<file path="config.mk">
export PLATFORM = sky130hd
export DESIGN_NAME = led_arbiter
export DESIGN_NICKNAME = d
export VERILOG_FILES = /design/src/rtl/led_arbiter.sv
export SDC_FILE = /design/constraint.sdc
export NUM_CORES = 1
export LEC_CHECK = 0
export CORE_MARGIN = 8
export CORE_UTILIZATION = 52
export CTS_BUF_LIST = sky130_fd_sc_hd__clkbuf_16
export DETAILED_ROUTE_END_ITERATION = 8
export PLACE_DENSITY = 0.8
export SYNTH_ARGS = -nofsm -noshare
export SYNTH_HDL_FRONTEND = slang
export SYNTH_SLANG_ARGS = --single-unit
</file>
<file path="constraint.sdc">
create_clock -name clk -period 2.8 [get_ports clk]
set_input_delay 0.7 -clock clk [delete_from_list [all_inputs] [get_ports clk]]
set_output_delay 0.7 -clock clk [all_outputs]
set_load 0.005 [all_outputs]
</file>
<file path="src/rtl/led_arbiter.sv">
// ============================================================================
// Module      : led_arbiter
// Description : Shares eight indicator LEDs between three prioritised
//               requesters. Each grant is held for a minimum time. A
//               higher-priority requester can preempt once that hold expires.
//               When no requester owns the LEDs, a heartbeat blinks on LED 0.
// Revision    : 1.0 - initial release
// ============================================================================
`default_nettype none

module led_arbiter #(
    parameter int HOLD_CYCLES = 1024,
    parameter int BLINK_BITS  = 22
) (
    input  logic       clk,
    input  logic       resetn,
    input  logic [2:0] req,
    input  logic [7:0] pattern0,
    input  logic [7:0] pattern1,
    input  logic [7:0] pattern2,
    output logic [2:0] grant,
    output logic [7:0] leds,
    output logic       busy
);

    // The hold counter only ever needs to reach HOLD_CYCLES-1.
    localparam int c_HOLD_W = (HOLD_CYCLES > 1) ? $clog2(HOLD_CYCLES) : 1;
    localparam logic [c_HOLD_W-1:0] c_HOLD_INIT = c_HOLD_W'(HOLD_CYCLES - 1);

    typedef enum logic [0:0] {
        S_IDLE  = 1'b0,
        S_OWNED = 1'b1
    } state_t;

    state_t                r_state;
    state_t                w_state_next;
    logic [1:0]            r_owner;
    logic [1:0]            w_owner_next;
    logic [c_HOLD_W-1:0]   r_hold_cnt;
    logic [c_HOLD_W-1:0]   w_hold_next;
    logic [BLINK_BITS-1:0] r_hb_cnt;
    logic                  r_blink;
    logic                  w_blink_next;
    logic [2:0]            r_grant;
    logic [2:0]            w_grant_next;
    logic                  r_busy;
    logic [7:0]            r_leds;
    logic [7:0]            w_leds_next;
    logic [1:0]            w_first;

    // The heartbeat toggles on the edge where the counter wraps.
    // The IDLE LED value uses the post-edge blink, so LED 0 matches blink.
    assign w_blink_next = (&r_hb_cnt) ? ~r_blink : r_blink;

    // Pick the highest-priority requester, which is the lowest asserted index.
    always_comb begin
        w_first = 2'd2;
        if (req[0]) begin
            w_first = 2'd0;
        end else if (req[1]) begin
            w_first = 2'd1;
        end
    end

    // Next-state logic: grant, hold countdown, and the re-arbitration after expiry.
    // After expiry, the lowest asserted index always wins. If that index is
    // the current owner, the owner simply stays and the hold counter stays at zero.
    always_comb begin
        w_state_next = r_state;
        w_owner_next = r_owner;
        w_hold_next  = r_hold_cnt;
        case (r_state)
            S_IDLE: begin
                if (|req) begin
                    w_state_next = S_OWNED;
                    w_owner_next = w_first;
                    w_hold_next  = c_HOLD_INIT;
                end
            end
            S_OWNED: begin
                if (r_hold_cnt != '0) begin
                    w_hold_next = r_hold_cnt - c_HOLD_W'(1);
                end else if (|req) begin
                    if (w_first != r_owner) begin
                        w_owner_next = w_first;
                        w_hold_next  = c_HOLD_INIT;
                    end
                end else begin
                    w_state_next = S_IDLE;
                end
            end
            default: begin
                w_state_next = S_IDLE;
            end
        endcase
    end

    // Output decode from the next state, so grant and leds change on the same edge.
    always_comb begin
        w_grant_next = 3'b000;
        w_leds_next  = {7'b0, w_blink_next};
        if (w_state_next == S_OWNED) begin
            case (w_owner_next)
                2'd0: begin
                    w_grant_next = 3'b001;
                    w_leds_next  = pattern0;
                end
                2'd1: begin
                    w_grant_next = 3'b010;
                    w_leds_next  = pattern1;
                end
                default: begin
                    w_grant_next = 3'b100;
                    w_leds_next  = pattern2;
                end
            endcase
        end
    end

    // State and output registers with asynchronous active-low reset.
    always_ff @(posedge clk or negedge resetn) begin
        if (!resetn) begin
            r_state    <= S_IDLE;
            r_owner    <= 2'd0;
            r_hold_cnt <= '0;
            r_hb_cnt   <= '0;
            r_blink    <= 1'b0;
            r_grant    <= 3'b000;
            r_busy     <= 1'b0;
            r_leds     <= 8'h00;
        end else begin
            r_state    <= w_state_next;
            r_owner    <= w_owner_next;
            r_hold_cnt <= w_hold_next;
            r_hb_cnt   <= r_hb_cnt + BLINK_BITS'(1);
            r_blink    <= w_blink_next;
            r_grant    <= w_grant_next;
            r_busy     <= |w_grant_next;
            r_leds     <= w_leds_next;
        end
    end

    assign grant = r_grant;
    assign busy  = r_busy;
    assign leds  = r_leds;

endmodule

`default_nettype wire
</file>
# Yosys cells after proc, flatten, opt, wreduce, memory -nomap -nowiden
# Index checks and enable logic that the tools add are counted.
# word_totals
ff_bits	48
in_bits	29
out_inout_bits	12
wordCells	43
# classes
n_addsub	2
eq_ne	5
muxes	20
bitwise	2
reduce_logical	6
# ops
operator	n
2-to-1 mux 10 bit	4
adder 22 x 1 -> 22 bit, second input constant	1
AND reduction 22 bit	1
one-hot mux 10 bit (2 select lines)	1
one-hot mux 8 bit (2 select lines)	1
2-to-1 mux 2 bit	6
nonzero test 10 bit	1
subtractor 10 x 1 -> 10 bit, second input constant	1
2-to-1 mux 8 bit	1
!= test 3 x 1 -> 1 bit, second input constant	2
one-hot mux 3 bit (2 select lines)	1
OR reduction 3 bit	2
one-hot mux 2 bit (2 select lines)	1
2-to-1 mux 1 bit	3
2-to-1 mux 3 bit	1
AND reduction 3 bit	1
== test 2 x 1 -> 1 bit, second input constant	1
logical NOT 2 bit	1
!= test 2 bit	1
!= test 2 bit, second input constant	1
inverter 1 bit	2
one-hot mux 1 bit (2 select lines)	1

# Depth between registers and ports, before layout
# Gate-level depths: netlist of the first run.
# logic_depth
word_depth	11
depth_mapped	8
depth_no_buf	8

# Worst setup path after synthesis of the first run
# Ideal clock, no wire load.
# synth_path
path_type	register to register
from	register r_hold_cnt[5]
to	register r_leds[1] (netlist: leds[1])
setup_time_ns	0.137
t_arrival_ns	1.942
required_time_ns	2.663
slack_ns	0.721
path_stages_with_launch	7
path_buffers	1
synth_period_minus_slack_ns	2.079
path_cell_list	dfrtp_1 > or4_4 > a221o_1 > a211oi_1 > buf_4 > mux2i_1 > a21oi_1
# synth_via
elab_chain_cells	6
word_cells_on_any_way	9
cone_classes	eq/ne (1); mux (6); reduce/logical (2)
# synth_rtl
item	line	rtl
from (decl)	39	logic [c_HOLD_W-1:0] r_hold_cnt;
from (signal assigned)	134	r_hold_cnt <= w_hold_next;
nonzero test 10 bit *	81	if (r_hold_cnt != '0) begin
2-to-1 mux 2 bit	81	
one-hot mux 2 bit (2 select lines)	72	case (r_state)
== test 2 x 1 -> 1 bit / logical NOT 2 bit (equally long branches)	103	case (w_owner_next)
one-hot mux 8 bit (2 select lines)	103	
2-to-1 mux 8 bit *	102	if (w_state_next == S_OWNED) begin
net w_leds_next[1]	48	logic [7:0] w_leds_next;
to (signal assigned)	139	r_leds <= w_leds_next;
to (decl)	47	logic [7:0] r_leds;
# Mark *: on every way through the listed nets, which the timed path passes. The rest lies on a longest branch.
# A chain may end at the register's enable or synchronous reset.

# Final worst setup path of the first run
# layout_path
from	input port req[0]
to	register r_hold_cnt[9]
# layout_via
elab_chain_cells	4
word_cells_on_any_way	7
cone_classes	eq/ne (4); mux (1); reduce/logical (2)
# layout_rtl
item	line	rtl
from (decl)	17	input logic [2:0] req,
2-to-1 mux 2 bit	58	if (req[0]) begin
!= test 2 bit	84	if (w_first != r_owner) begin
!= test 3 x 1 -> 1 bit (no line)	-	
AND reduction 3 bit (no line) *	-	
# Mark *: on every way between the ends. The rest lies on a longest branch, timed or not.

==> results of run 1 <==
[power by group]
| part | internal [mW] | switching [mW] | total (mW) |
|---|---|---|---|
| clock | 0.340 | 0.273 | 0.613 |
| sequential | 0.738 | 0.0722 | 0.810 |
| combinational | 0.148 | 0.148 | 0.296 |
| total | 1.23 | 0.493 | 1.72 |
[critical path: stages]
cell	delay, ns
clkdlybuf4s50_1	0.57
nor3_1	0.13
mux2_2	0.37
a2111oi_0	0.59
mux2i_1	0.25
[cells in the mapped netlist (all sizes together), types with 2 or more instances]
cell type	instances	area share
mux2i	15	0.064
and3	3	0.0080
clkbuf	5	0.0080
a211oi	15	0.048
o21ai	11	0.023
nor4	5	0.013
a2111oi	3	0.011
dfrtp	47	0.50
xnor2	13	0.048
nor2	11	0.018
nand3	7	0.015
xor2	8	0.030
inv	16	0.025
nand2	11	0.018
nand2b	3	0.0080
or2	3	0.0080
a21oi	12	0.025
nand4	10	0.027
ha	2	0.011
nor3	9	0.021
nor2b	4	0.011
[worst min-delay path by stage]
| stage | start | to | slack (ns) | cells past startpoint |
|---|---|---|---|---|
| finish | resetn | busy | 0.38 | 2 |
| global route | resetn | leds[4] | 0.40 | 2 |
| CTS | resetn | leds[4] | 0.39 | 2 |
| detailed placement | r_hold_cnt[0] | r_hold_cnt[0] | 0.46 | 1 |
| global placement | r_hb_cnt[0] | r_hb_cnt[0] | 0.46 | 1 |
| floorplan | resetn | busy | 0.40 | 0 |
[final cells by class]
class	instances	area, sq um
clock inverter	3	27.53
clock buffer	5	125.1
fill	303	1334
inverter	16	60.06
tap	52	65.06
multi-input combinational	161	1099
sequential	47	1176
timing repair buffer	48	467.9
[metrics by stage]
| step | instance area, sq um | setup slack (ns) | power, mW |
|---|---|---|---|
| 2_1_floorplan | 2356 | 0.7211 | 0.9896 |
| 3_3_place_gp | 2868 | 0.1957 | 1.107 |
| 3_5_place_dp | 2868 | 0.1288 | 1.117 |
| 4_1_cts | 3020 | 0.4143 | 1.733 |
| 5_1_grt | 3020 | 0.2827 | 1.819 |
| 6_report | 3020 | 0.4093 | 1.719 |
[per-layer routing]
metal  GRT usage  part of all wire
met2      0.2475              0.46
met4     0.06709             0.015
met3     0.05469             0.071
met5           0                 0
met1      0.1886              0.45
[flip-flops by register name, indices dropped and copies added, names as in the netlist]
| signal | flops |
|---|---|
| r_hold_cnt | 10 |
| grant | 3 |
| leds | 8 |
| r_hb_cnt | 22 |
| r_owner | 2 |
| busy | 1 |
| r_blink | 1 |
[cell families after synthesis]
logic type / Yosys count
AOI/OAI and AO/OA: 51
xor gates and xnor gates: 21
adders and majority gates: 2
buffers and inverters: 22
DFF: 47
muxes: 16
and+or+nand+nor: 71
==> results.cfg, run 1 <==
[cts]
clk_path_buf_depth = 2
clock_latency_ns = 0.29
holdBufCountCts = 0
clk_pin_slew_ns = 0.07
cts-root-buf = clkbuf_16
h-tree-depth = 2
cts_tree = built
post_cts_buffers = 0
cts_resized = 0
cts_buffers = 5
cts.sink_count = 47

[placed_design]
portBuffers = 40
dp_cells = 324
dpl.hpwl_mm = 3.707
gp_congestion = 0.8899

[yosys]
synth_top_family_by_area = simple AND/OR/NAND/NOR gates
syn_area_sq_um = 2356
synth_cells = 230
synth-simple-area-share = 0.1630
synth-seq-cells = 47
yosysSeqAreaShare = 0.4992
syn_nets = 261
syn_avg_cell_area_sq_um = 10.24
muxShareOfSynthArea = 0.06851
synth_adder_area_share = 0.01062
ys_types = 39
yosysWarnings = 0
synth_compound_area_frac = 0.1439
synthXorXnorAreaFrac = 0.07807
async_flop_share = 1.000
synth_edf_count = 0
synth_flop_cell = dfrtp_1

[grt]
grt_pass1_vias = 2061
grt_pass1_wl_mm = 9.183
grt_util_all_layers = 0.1570
grt_antenna_before_repair = 0
grt_max_degree = 48
grt_remaining_overflow = 0

[detailed_routing]
wl_mm = 5.155
dr.first_iter.drc_count = 147
drc = 0
dr.pass1.iters = 4
routedWlPerCell_um = 15.53
routed_via_density = 5.771
vias = 1916
drtAntennaViolNets = 0

[worst_setup_path]
crit_path_start = req[0]
ff2ff_setup_slack_ns = 0.54
worstSetupPathType = in -> reg
crit_end = r_hold_cnt[9]
r2r_start = r_hold_cnt[5]
reg2regPathDepth = 6
worstPathMaxFanout = 10
crit_arrival_ns = 2.60
crit_path_start_kind = input port
cp.required_ns = 3.01
end_kind = flop
timing.rr.end = leds[7]

[timing]
worst_pin_slew_ns = 0.5588
whs_ns = 0.3784
fin_crit_sh = 0.8538
rsz0062_at_grt = no
skew_ns = 0.006835
setup_tns_ns = 0
setup_viol = 0
drv_slew = 0
clock.fmax_ghz = 0.4183
slew_headroom = 0.6178
finalCriticalPeriod_ns = 2.391
hold_viol_final = 0

[layout]
layout-drive-gt1-share = 0.09643
fin_util = 0.6937
antenna_cells = 0
final_cells = 332
layout_common_cells = dfrtp_1, clkdlybuf4s50_1, inv_1
final_common_cell = dfrtp_1
syn_to_final_growth_pct = 28.20
nets = 310

[floorplanning]
die_height_um = 83.31
initial_core_util = 0.5411
dieWidth_um = 83.31
ioPinCount = 41
rows = 24
core_sq_um = 4354
dieArea_sq_um = 6941

[pwr]
p_leak_nw = 1.273
power_density_nw_per_um2 = 569.2
ir_worst_vdd_mv = 0.3501

[hold_path]
worstHoldPathType = in -> async

[run]
drv_cap = 0

[status]
status = completed
No activity file was read; power rests on OpenSTA's default activity.
==> run 2: changes to the inputs <==
Settings changed: REMOVE_ABC_BUFFERS from default to 1.
==> results.cfg, run 2 (synthesis results as in run 1) <==
[status]
status = completed

[pwr]
power_density_nw_per_um2 = 589.1
p_leak_nw = 1.278
total_power_mw = 1.781
power.internal_mw = 1.305
combPwrFrac = 0.165
clockPowerShare = 0.373
sw_frac_of_total = 0.2671
switching_power_mw = 0.4757
power_frac_seq = 0.461
ir_worst_vdd_mv = 0.3468

[grt]
grt_pass1_vias = 1974
grt_max_degree = 19
grt_remaining_overflow = 0
grt_pass1_wl_mm = 9.190
grt_util_all_layers = 0.1555
grt_antenna_before_repair = 0

[worst_setup_path]
crit_path_start = req[0]
cp.required_ns = 3.00
end_kind = flop
r2r_start = r_hold_cnt[5]
worstSetupPathType = in -> reg
crit_arrival_ns = 2.62
reg2regPathDepth = 6
crit_path_start_kind = input port
worstPathMaxFanout = 10

[timing]
skew_ns = 0.003807
setup_viol = 0
slew_headroom = 0.2908
fin_crit_sh = 0.8624
worst_pin_slew_ns = 1.060
whs_ns = 0.3316
hold_viol_final = 0
clock.fmax_ghz = 0.4141
setup_tns_ns = 0
rsz0062_at_grt = no
setup_ws_ns = 0.3854
finalCriticalPeriod_ns = 2.415
drv_slew = 0

[cts]
clock_latency_ns = 0.28
cts_resized = 0
cts_tree = built
post_cts_buffers = 0
clk_path_buf_depth = 2
h-tree-depth = 2
cts_buffers = 5
cts-root-buf = clkbuf_16
clk_pin_slew_ns = 0.06
holdBufCountCts = 0
cts.sink_count = 47

[placed_design]
place_area_sq_um = 2855
pre_cts_ws_ns = 0.1535
dp_cells = 324
portBuffers = 40
gp_congestion = 0.9221
dpl.hpwl_mm = 3.809

[layout]
finalInstanceArea_sq_um = 3023
antenna_cells = 0
largest_reg_flops = 22
layout_common_cells = dfrtp_1, clkdlybuf4s50_1, inv_1
syn_to_final_growth_pct = 28.31
multi_input_area_sq_um = 1099
fillers = 304
largest-register = r_hb_cnt
final_cells = 332
final_common_cell = dfrtp_1
fin_util = 0.6943
layout-drive-gt1-share = 0.09286
register_area_sq_um = 1176
nets = 310

[floorplanning]
dieWidth_um = 83.31
die_height_um = 83.31
initial_core_util = 0.5411
core_sq_um = 4354
dieArea_sq_um = 6941
ioPinCount = 41
rows = 24

[hold_path]
worstHoldPathType = in -> async

[detailed_routing]
vias = 1942
drc = 0
dr.first_iter.drc_count = 168
wl_mm = 5.259
routedWlPerCell_um = 15.84
drtAntennaViolNets = 0
routed_via_density = 5.849
dr.pass1.iters = 4

[run]
drv_cap = 0
==> run 2: cell types whose count changed in the layout (fill, tap and decap cells not counted) <==
cell | before | now
buf_12 | 1 | 0
buf_4 | 7 | 8
bufinv_16 | 0 | 1
clkinv_1 | 0 | 1
clkinvlp_4 | 1 | 0
inv_8 | 1 | 0
==> run 2: layout make-up <==
class                   count  share of cell area
repair buffers             48              0.1507
clock buffers               5             0.04139
inverters                  16             0.01987
multi-input cells         161              0.3634
well taps                  52             0.02152
clock inverters             3             0.01407
flip-flops and latches     47              0.3891
==> run 2: worst max-delay path, stage by stage <==
cell and delay [ns]:
clkdlybuf4s50_1 0.58, nor3_1 0.13, mux2_2 0.36, a2111oi_0 0.61
mux2i_1 0.24
==> run 2: final timing paths <==
kind | slack, ns | end
max | 0.39 | r_hold_cnt[3]
min | 0.33 | leds[3]
max reg2reg | 0.50 | leds[4]
min reg2reg | 0.47 | r_hold_cnt[0]
max in group asynchronous | 1.92 | r_hb_cnt[11]
min in group clk | 0.47 | r_hold_cnt[0]
==> run 2: routing by layer <==
metal  vias up  track usage  part of all wire
met5         -            0                 0
met4         0      0.05431             0.014
met3         6      0.05371             0.091
met2        89       0.2419              0.47
met1       911       0.1941              0.43
li1        936            -                 -
==> run 2: power by group through the flow <==
stage / Sequential (mW) / Clock, mW / Combinational, mW
4_1_cts: 0.817 / 0.675 / 0.295
2_1_floorplan: 0.803 / 0 / 0.186
5_1_grt: 0.827 / 0.709 / 0.330
3_3_place_gp: 0.823 / 0 / 0.280
3_5_place_dp: 0.825 / 0 / 0.292
6_report: 0.821 / 0.665 / 0.295
